`src/rtl/reg_file_access_arbiter.sv`:
```
// Shares one reg_file_memory between a SW and a HW requester.
// Grants requests, drives the memory ports and routes read data back to the owner.
package reg_file_pkg;
    typedef enum logic {
        REG_FILE_MEMORY_TYPE_SINGLE_PORT = 1'b0,
        REG_FILE_MEMORY_TYPE_DUAL_PORT   = 1'b1
    } reg_file_memory_type_e;
endpackage

module reg_file_access_arbiter
    import reg_file_pkg::*;
#(
    parameter reg_file_memory_type_e MEMORY_TYPE = REG_FILE_MEMORY_TYPE_DUAL_PORT,
    parameter int ADDR_WIDTH = 8,
    parameter int DATA_WIDTH = 32,
    parameter int RD_LATENCY = 1
) (
    input  logic                    clk,
    input  logic                    rst,
    input  logic                    sw_req_valid,
    output logic                    sw_req_ready,
    input  logic                    sw_req_we,
    input  logic [ADDR_WIDTH-1:0]   sw_req_addr,
    input  logic [DATA_WIDTH-1:0]   sw_req_wdata,
    input  logic [DATA_WIDTH/8-1:0] sw_req_be,
    output logic                    sw_rsp_valid,
    output logic [DATA_WIDTH-1:0]   sw_rsp_rdata,
    input  logic                    hw_req_valid,
    output logic                    hw_req_ready,
    input  logic                    hw_req_we,
    input  logic [ADDR_WIDTH-1:0]   hw_req_addr,
    input  logic [DATA_WIDTH-1:0]   hw_req_wdata,
    input  logic [DATA_WIDTH/8-1:0] hw_req_be,
    output logic                    hw_rsp_valid,
    output logic [DATA_WIDTH-1:0]   hw_rsp_rdata,
    output logic                    mem_a_en,
    output logic                    mem_a_we,
    output logic [ADDR_WIDTH-1:0]   mem_a_addr,
    output logic [DATA_WIDTH-1:0]   mem_a_wdata,
    output logic [DATA_WIDTH/8-1:0] mem_a_be,
    input  logic [DATA_WIDTH-1:0]   mem_a_rdata,
    output logic                    mem_b_en,
    output logic                    mem_b_we,
    output logic [ADDR_WIDTH-1:0]   mem_b_addr,
    output logic [DATA_WIDTH-1:0]   mem_b_wdata,
    output logic [DATA_WIDTH/8-1:0] mem_b_be,
    input  logic [DATA_WIDTH-1:0]   mem_b_rdata
);

    localparam int   BW    = DATA_WIDTH / 8;
    localparam bit   SP    = (MEMORY_TYPE == REG_FILE_MEMORY_TYPE_SINGLE_PORT);
    localparam logic ID_SW = 1'b0;
    localparam logic ID_HW = 1'b1;

    logic                  r_last_grant;
    logic                  r_hw_prio;
    logic [RD_LATENCY-1:0] r_a_v;
    logic [RD_LATENCY-1:0] r_a_id;
    logic [RD_LATENCY-1:0] r_b_v;
    logic [RD_LATENCY-1:0] r_b_id;

    logic w_collide;
    logic w_a_id;
    logic w_a_rd;
    logic w_b_rd;
    logic w_sw_a;
    logic w_sw_b;
    logic w_hw_a;
    logic w_hw_b;

    assign w_collide = sw_req_valid && hw_req_valid
                    && (sw_req_addr == hw_req_addr)
                    && (sw_req_we || hw_req_we);

    // Dual port: SW wins a collision unless HW lost the previous one
    always_comb begin
        sw_req_ready = 1'b0;
        hw_req_ready = 1'b0;
        if (!rst) begin
            if (SP) begin
                sw_req_ready = sw_req_valid
                            && (!hw_req_valid || r_last_grant == ID_HW);
                hw_req_ready = hw_req_valid
                            && (!sw_req_valid || r_last_grant == ID_SW);
            end else begin
                sw_req_ready = sw_req_valid && !(w_collide && r_hw_prio);
                hw_req_ready = hw_req_valid && !(w_collide && !r_hw_prio);
            end
        end
    end

    always_comb begin
        mem_a_en    = 1'b0;
        mem_a_we    = 1'b0;
        mem_a_addr  = '0;
        mem_a_wdata = '0;
        mem_a_be    = '0;
        mem_b_en    = 1'b0;
        mem_b_we    = 1'b0;
        mem_b_addr  = '0;
        mem_b_wdata = '0;
        mem_b_be    = '0;
        w_a_id      = ID_SW;
        if (sw_req_ready) begin
            mem_a_en    = 1'b1;
            mem_a_we    = sw_req_we;
            mem_a_addr  = sw_req_addr;
            mem_a_wdata = sw_req_wdata;
            mem_a_be    = sw_req_we ? sw_req_be : {BW{1'b0}};
        end else if (SP && hw_req_ready) begin
            mem_a_en    = 1'b1;
            mem_a_we    = hw_req_we;
            mem_a_addr  = hw_req_addr;
            mem_a_wdata = hw_req_wdata;
            mem_a_be    = hw_req_we ? hw_req_be : {BW{1'b0}};
            w_a_id      = ID_HW;
        end
        if (!SP && hw_req_ready) begin
            mem_b_en    = 1'b1;
            mem_b_we    = hw_req_we;
            mem_b_addr  = hw_req_addr;
            mem_b_wdata = hw_req_wdata;
            mem_b_be    = hw_req_we ? hw_req_be : {BW{1'b0}};
        end
    end

    assign w_a_rd = mem_a_en && !mem_a_we;
    assign w_b_rd = mem_b_en && !mem_b_we;
    assign w_sw_a = r_a_v[RD_LATENCY-1] && (r_a_id[RD_LATENCY-1] == ID_SW);
    assign w_hw_a = r_a_v[RD_LATENCY-1] && (r_a_id[RD_LATENCY-1] == ID_HW);
    assign w_sw_b = r_b_v[RD_LATENCY-1] && (r_b_id[RD_LATENCY-1] == ID_SW);
    assign w_hw_b = r_b_v[RD_LATENCY-1] && (r_b_id[RD_LATENCY-1] == ID_HW);

    always_ff @(posedge clk) begin
        if (rst) begin
            r_last_grant <= ID_HW;
            r_hw_prio    <= 1'b0;
            r_a_v        <= '0;
            r_a_id       <= '0;
            r_b_v        <= '0;
            r_b_id       <= '0;
            sw_rsp_valid <= 1'b0;
            sw_rsp_rdata <= '0;
            hw_rsp_valid <= 1'b0;
            hw_rsp_rdata <= '0;
        end else begin
            if (sw_req_ready) begin
                r_last_grant <= ID_SW;
            end else if (hw_req_ready) begin
                r_last_grant <= ID_HW;
            end
            r_hw_prio <= w_collide && !r_hw_prio;
            // Tail of each shift register lines up with valid mem rdata
            r_a_v[0]  <= w_a_rd;
            r_a_id[0] <= w_a_id;
            r_b_v[0]  <= w_b_rd;
            r_b_id[0] <= ID_HW;
            for (int i = 1; i < RD_LATENCY; i++) begin
                r_a_v[i]  <= r_a_v[i-1];
                r_a_id[i] <= r_a_id[i-1];
                r_b_v[i]  <= r_b_v[i-1];
                r_b_id[i] <= r_b_id[i-1];
            end
            sw_rsp_valid <= w_sw_a || w_sw_b;
            hw_rsp_valid <= w_hw_a || w_hw_b;
            if (w_sw_a) begin
                sw_rsp_rdata <= mem_a_rdata;
            end else if (w_sw_b) begin
                sw_rsp_rdata <= mem_b_rdata;
            end
            if (w_hw_a) begin
                hw_rsp_rdata <= mem_a_rdata;
            end else if (w_hw_b) begin
                hw_rsp_rdata <= mem_b_rdata;
            end
        end
    end

endmodule

```
`config.mk`:
```
export PLATFORM = sky130hd
export DESIGN_NAME = reg_file_access_arbiter
export DESIGN_NICKNAME = d
export VERILOG_FILES = /design/src/rtl/reg_file_access_arbiter.sv
export SDC_FILE = /design/constraint.sdc
export NUM_CORES = 1
export LEC_CHECK = 0
export ABC_CLOCK_PERIOD_IN_PS = 1250
export CAP_MARGIN = 10
export CELL_PAD_IN_SITES_DETAIL_PLACEMENT = 2
export CELL_PAD_IN_SITES_GLOBAL_PLACEMENT = 2
export CORE_MARGIN = 2
export CORE_UTILIZATION = 13
export CTS_CLUSTER_DIAMETER = 50
export CTS_CLUSTER_SIZE = 10
export DETAILED_ROUTE_END_ITERATION = 6
export PLACE_DENSITY = 0.73
export SYNTH_ARGS = -nofsm -noshare
export SYNTH_HDL_FRONTEND = slang
export SYNTH_SLANG_ARGS = --single-unit
```
`constraint.sdc`:
```
create_clock -name clk -period 1.25 [get_ports clk]
set_input_delay 0.1875 -clock clk [delete_from_list [all_inputs] [get_ports clk]]
set_output_delay 0.1875 -clock clk [all_outputs]
set_load 0.01 [all_outputs]
```
# Word level (Yosys, flattened, before mapping)
# Index checks and enable logic that the tools add are counted.
totals:
  regBits: 70
  inputBits: 158
  out_inout_bits: 160
  elab_cells: 46
op_classes:
  eq_ne: 1
  muxes: 17
  bitwise: 1
  reduce_logical: 19
ops:
  columns: ["operator", "count"]
  rows:
  - ["$mux W32", 4]
  - ["$mux W4", 4]
  - ["$mux W8", 2]
  - ["$logic_and A1 B1 Y1", 11]
  - ["$eq A8 B8 Y1", 1]
  - ["$mux W1", 7]
  - ["$logic_not A1 Y1", 5]
  - ["$logic_or A1 B1 Y1", 2]
  - ["$reduce_bool A2 Y1", 1]
  - ["$not A1 Y1", 1]

# Longest topological paths before layout
logic_depth:
  ltp_word: 10
  ltp_mapped: 6
  ltp_nobuf: 4

# Worst setup path after synthesis
# No wires, ideal clock.
synth_path:
  path_kind: "input -> output"
  startpoint: "in sw_req_addr[3]"
  endpoint: "out mem_b_en"
  t_arrival_ns: 1.173
  slack_ns: -0.110
  stages: 6
  n_path_buf: 2
  path_cell_list: "xnor2_1 o2111ai_1 nor4_2 buf_4 nor2b_1 buf_4"
synth_between:
  elab_chain_len: 8
synth_rtl:
  columns: ["item", "line", "source"]
  rows:
  - ["from (decl)", "23", "input logic [ADDR_WIDTH-1:0] sw_req_addr,"]
  - ["$eq A8 B8 Y1", "72", "&& (sw_req_addr == hw_req_addr)"]
  - ["$logic_and A1 B1 Y1", "72", null]
  - ["$logic_and A1 B1 Y1", "73", "&& (sw_req_we || hw_req_we);"]
  - ["$logic_and A1 B1 Y1", "87", "hw_req_ready = hw_req_valid && !(w_collide && !r_hw_prio);"]
  - ["$logic_not A1 Y1", "87", null]
  - ["$logic_and A1 B1 Y1", "87", null]
  - ["$mux W1", "79", "if (!rst) begin"]
  - ["via hw_req_ready", "29", "output logic hw_req_ready,"]
  - ["$mux W1", "118", "if (!SP && hw_req_ready) begin"]
  - ["to (decl)", "42", "output logic mem_b_en,"]
# The timed path passes the listed nets, and every way through them passes these cells.

# Final worst setup path
layout_path:
  startpoint: "reg r_hw_prio"
  endpoint: "out mem_b_wdata[22]"
layout_between:
  elab_chain_len: 6
layout_rtl:
  columns: ["item", "line", "source"]
  rows:
  - ["from (decl)", "56", "logic r_hw_prio;"]
  - ["from (signal assigned)", "152", "r_hw_prio <= w_collide && !r_hw_prio;"]
  - ["$logic_not A1 Y1", "87", null]
  - ["$logic_and A1 B1 Y1", "87", null]
  - ["$logic_not A1 Y1", "87", null]
  - ["$logic_and A1 B1 Y1", "87", null]
  - ["$mux W1", "79", null]
  - ["$mux W32", "118", null]
  - ["to (decl)", "45", "output logic [DATA_WIDTH-1:0] mem_b_wdata,"]
# Every way passes these cells.

==> run summary <==
* finished with violations — outcome
* setup timing — violated checks
* 3,188 — number of fill cells
* yes — TritonCTS clock tree
* 0.731 — Final GP Congestion
* 1.06 ns — CP Data Required Time
* reg -> out — crit path kind
* 1,188 — dpl cells
* 199 — number of DRC violations after detailed-routing iteration 0
* 1,031 — Nets
* 0 — Slew Viols, Final
* 5 — critical-path maximum fanout
* 0.786 ns — pin slew with the least headroom to its limit
* 0 — Synth Warn #
* 0.06 ns — clock-pin slew reported for the worst setup and hold paths after clock tree synthesis
* 0 — count of nets left with antenna violations after detail routing
* flop — kind of start point of the critical path
* 38.6% — sequential-to-total area share from yosys stat
* 96 — count of final setup violators
* 70 — clock sinks
* 0 — Residual DRC
* sw_req_we — Hold Startpoint
* 5,085 — total vias in the final route
* 1.91 ns — post-route minimum period
* 35.0% — relative contribution of sequential cells to total power
* 4 — number of optimization iterations in the first detailed-route pass
* 0% — synthesized-area fraction occupied by adder cells
* 32.9 mm — first-pass GRT wire length
* 22.9 mm — final wirelength
* 171 um — die span in x
* 7500 um2 — Area after DPL
* 803 nW/um2 — PwrDens
* 32.5% — post-synthesis share of cell area spent on and, or, nand and nor gates
* 318 — I/O pin count
* 4.96 mW — internal power component
* 70 — number of register bits inferred by synthesis
* 8480 um2 — post-route cell area
* 0 — reported max-cap violation count
* 9 — number of buffers inserted during clock tree synthesis
* 0 — Hold Fails Final Rpt
* 22 — library cells used by synthesis
* 2 — maximum buffer depth of the clock tree
* simple AND/OR/NAND/NOR gates — largest family of logic cells by synthesized area
* 522 MHz — FMAX
* 514 — synthesized netlist cell count
* 3630 um2 — Syn Std Cell Area
* -0.664 ns — Final Worst Setup Slack
* 171 um — die outline height
* 38.9% — Clock power frac
* 8.82% — mux cell area share after synthesis
* 27.2% — Switching Share
* 317 — number of input and output port buffers inserted
* 0.34 ns — clock latency reported for the late side of the worst-skew pair
* 13.2% — starting utilization of the core area
* r_hw_prio — worst r2r src
* 3.68 nW — Static Leak
* nand2_1 — commonest non-fill, non-tap cell in the layout
* 1,257 — count of non-filler cells in the finished layout
* 26.0% — combinational group share of total power
* yes — unrepaired setup endpoints after global routing
* 1.93% — Post-Synth XOR/XNOR Area
* 14.8% — overall track demand over capacity in global routing
* 11.5% — area fraction in compound gates after synthesis
* 3 — number of H-tree branching levels
* 4.05 — mean number of vias per cell
* 5,577 — via count of the first global-routing pass
* dfxtp_2 — cell at the slowest stage of the critical path
* clkbuf_16 — clock root buffer
* 0.431 mV — worst voltage drop across the vdd grid
* 133% — Area Overhead vs Synth
* 7.07 um2 — average size of a mapped cell
* 1.85 mW — net switching power of the design
* 1.73 ns — CP Data Arrival Time
* in -> reg — path category of the worst min-delay check
* dfxtp_1 — biggest area consumer among synthesized cells
* 0.00617 ns — final clock skew
* output pin — category of the worst setup path capture point
* 38.6% — area fraction of the dominant cell type after synthesis
* 0.32 ns — critical path's largest stage delay
* 0 — aggregate global routing overflow
* 66 — maximum number of pins on one net before global-route repair
* -1.35 ns — DP Worst Slack
* 0.195 ns — worst hold slack across all endpoints
* dfxtp_1 39%, nand2_1 15%, nor2_1 10% — Synth area leaders
* 31.4% — layout cells sized above 1
* 15.3 mm — detailed placer's ending HPWL
* 1 — initial antenna violation count
* nand3b_1, nor4_4, buf_4, buf_6, buf_6, buf_16, nor2_2, buf_2 — cells along the critical path
* r_hw_prio — startpoint of the worst setup timing path
* 18.2 um — Avg WL per Cell
* 145 x nand2_1, 136 x clkdlybuf4s50_1, 69 x nor2_1, 69 x dlygate4sd2_1, 67 x dfxtp_1 — leading cell types in the layout, fill and taps excluded
* 61 — cell row count
* 47.6% — Worst slew margin
* 153% — final cycle utilization of the critical path
* 0 — Hold Buf Count CTS
* 29,300 um2 — Die ar.
* 672 — Synthesized Nets
* buf_6 — most common cell type on the critical path
* 27,600 um2 — Core Area
[logic make-up after synthesis]
kind of cell | Yosys count
AOI/OAI and AO/OA | 66
DFF | 70
buffers and inverters | 51
muxes | 32
xor gates and xnor gates | 8
and+or+nand+nor | 287
[final timing paths]
check	slack [ns]	end	cells past startpoint
setup / recovery	-0.66	mem_b_wdata[22]	8
setup reg to reg	-0.16	r_b_v	8
hold / removal	0.19	r_a_v	3
hold reg to reg	0.45	hw_rsp_rdata[6]	2
[critical path: cells and delay by family (launching register included)]
kind	cells	cell delay, ns
buf+inv	5	0.66
simple gates	3	0.40
flops	1	0.32
[flip-flops by register name (all words and copies together), names as in the netlist]
register,count
r_hw_prio,1
sw_rsp_rdata,32
hw_rsp_valid,1
sw_rsp_valid,1
hw_rsp_rdata,32
r_b_v,1
r_b_id,1
r_a_v,1
[through the flow]
stage	setup TNS, ns	total power [mW]	util [%]
2_1_floorplan	-3.85	3.03	-
3_3_place_gp	-121.92	4.20	27.2
3_5_place_dp	-125.94	4.24	27.2
5_1_grt	-62.08	7.17	30.7
4_1_cts	-70.68	6.89	29.7
6_report	-54.07	6.81	30.7
[area by class of cell]
type | instances | area [um2] | share of cell area [%]
diodes | 1 | 2.50 | 0.0295
clock buffers | 12 | 256 | 3.02
clock inverters | 4 | 45.0 | 0.531
inverters | 2 | 7.51 | 0.0885
multi-input cells | 393 | 2490 | 29.3
flip-flops and latches | 70 | 1410 | 16.6
well taps | 378 | 473 | 5.58
repair buffers | 397 | 3800 | 44.9
[routing by layer]
layer  routed length (um)  GRT usage, %
met1                 8790          16.0
met2                12300          28.7
met3                 1630          4.30
met4                  149          2.54
met5                    0             0
[synth_stat cells, drive strengths merged]
cell     count
nand2      146
nor2       100
dfxtp       70
a211oi      32
a21oi       32
mux2i       32
buf         29
clkbuf      20
nor3        16
nor3b       10
xnor2        8
nand3        5
nor2b        4
nor4         3
and2         2
inv          2
a21o         1
nand3b       1
o2111ai      1
[power by group through the flow]
stage | Combinational (mW) | Clock (mW) | Sequential [mW]
2_1_floorplan | 0.554 | 0 | 2.48
6_report | 1.77 | 2.65 | 2.39
4_1_cts | 1.72 | 2.79 | 2.39
3_5_place_dp | 1.80 | 0 | 2.44
3_3_place_gp | 1.76 | 0 | 2.44
5_1_grt | 1.93 | 2.84 | 2.40
[timing repair]
item | 4_1_cts | 5_1_grt
buffers inserted | 30 | 13
gates cloned | 12 | 4
endpoints found under the setup margin | 163 | 122
resized for setup | 488 | 145
pin swaps | 39 | 22
No activity file was read; power rests on OpenSTA's default activity.
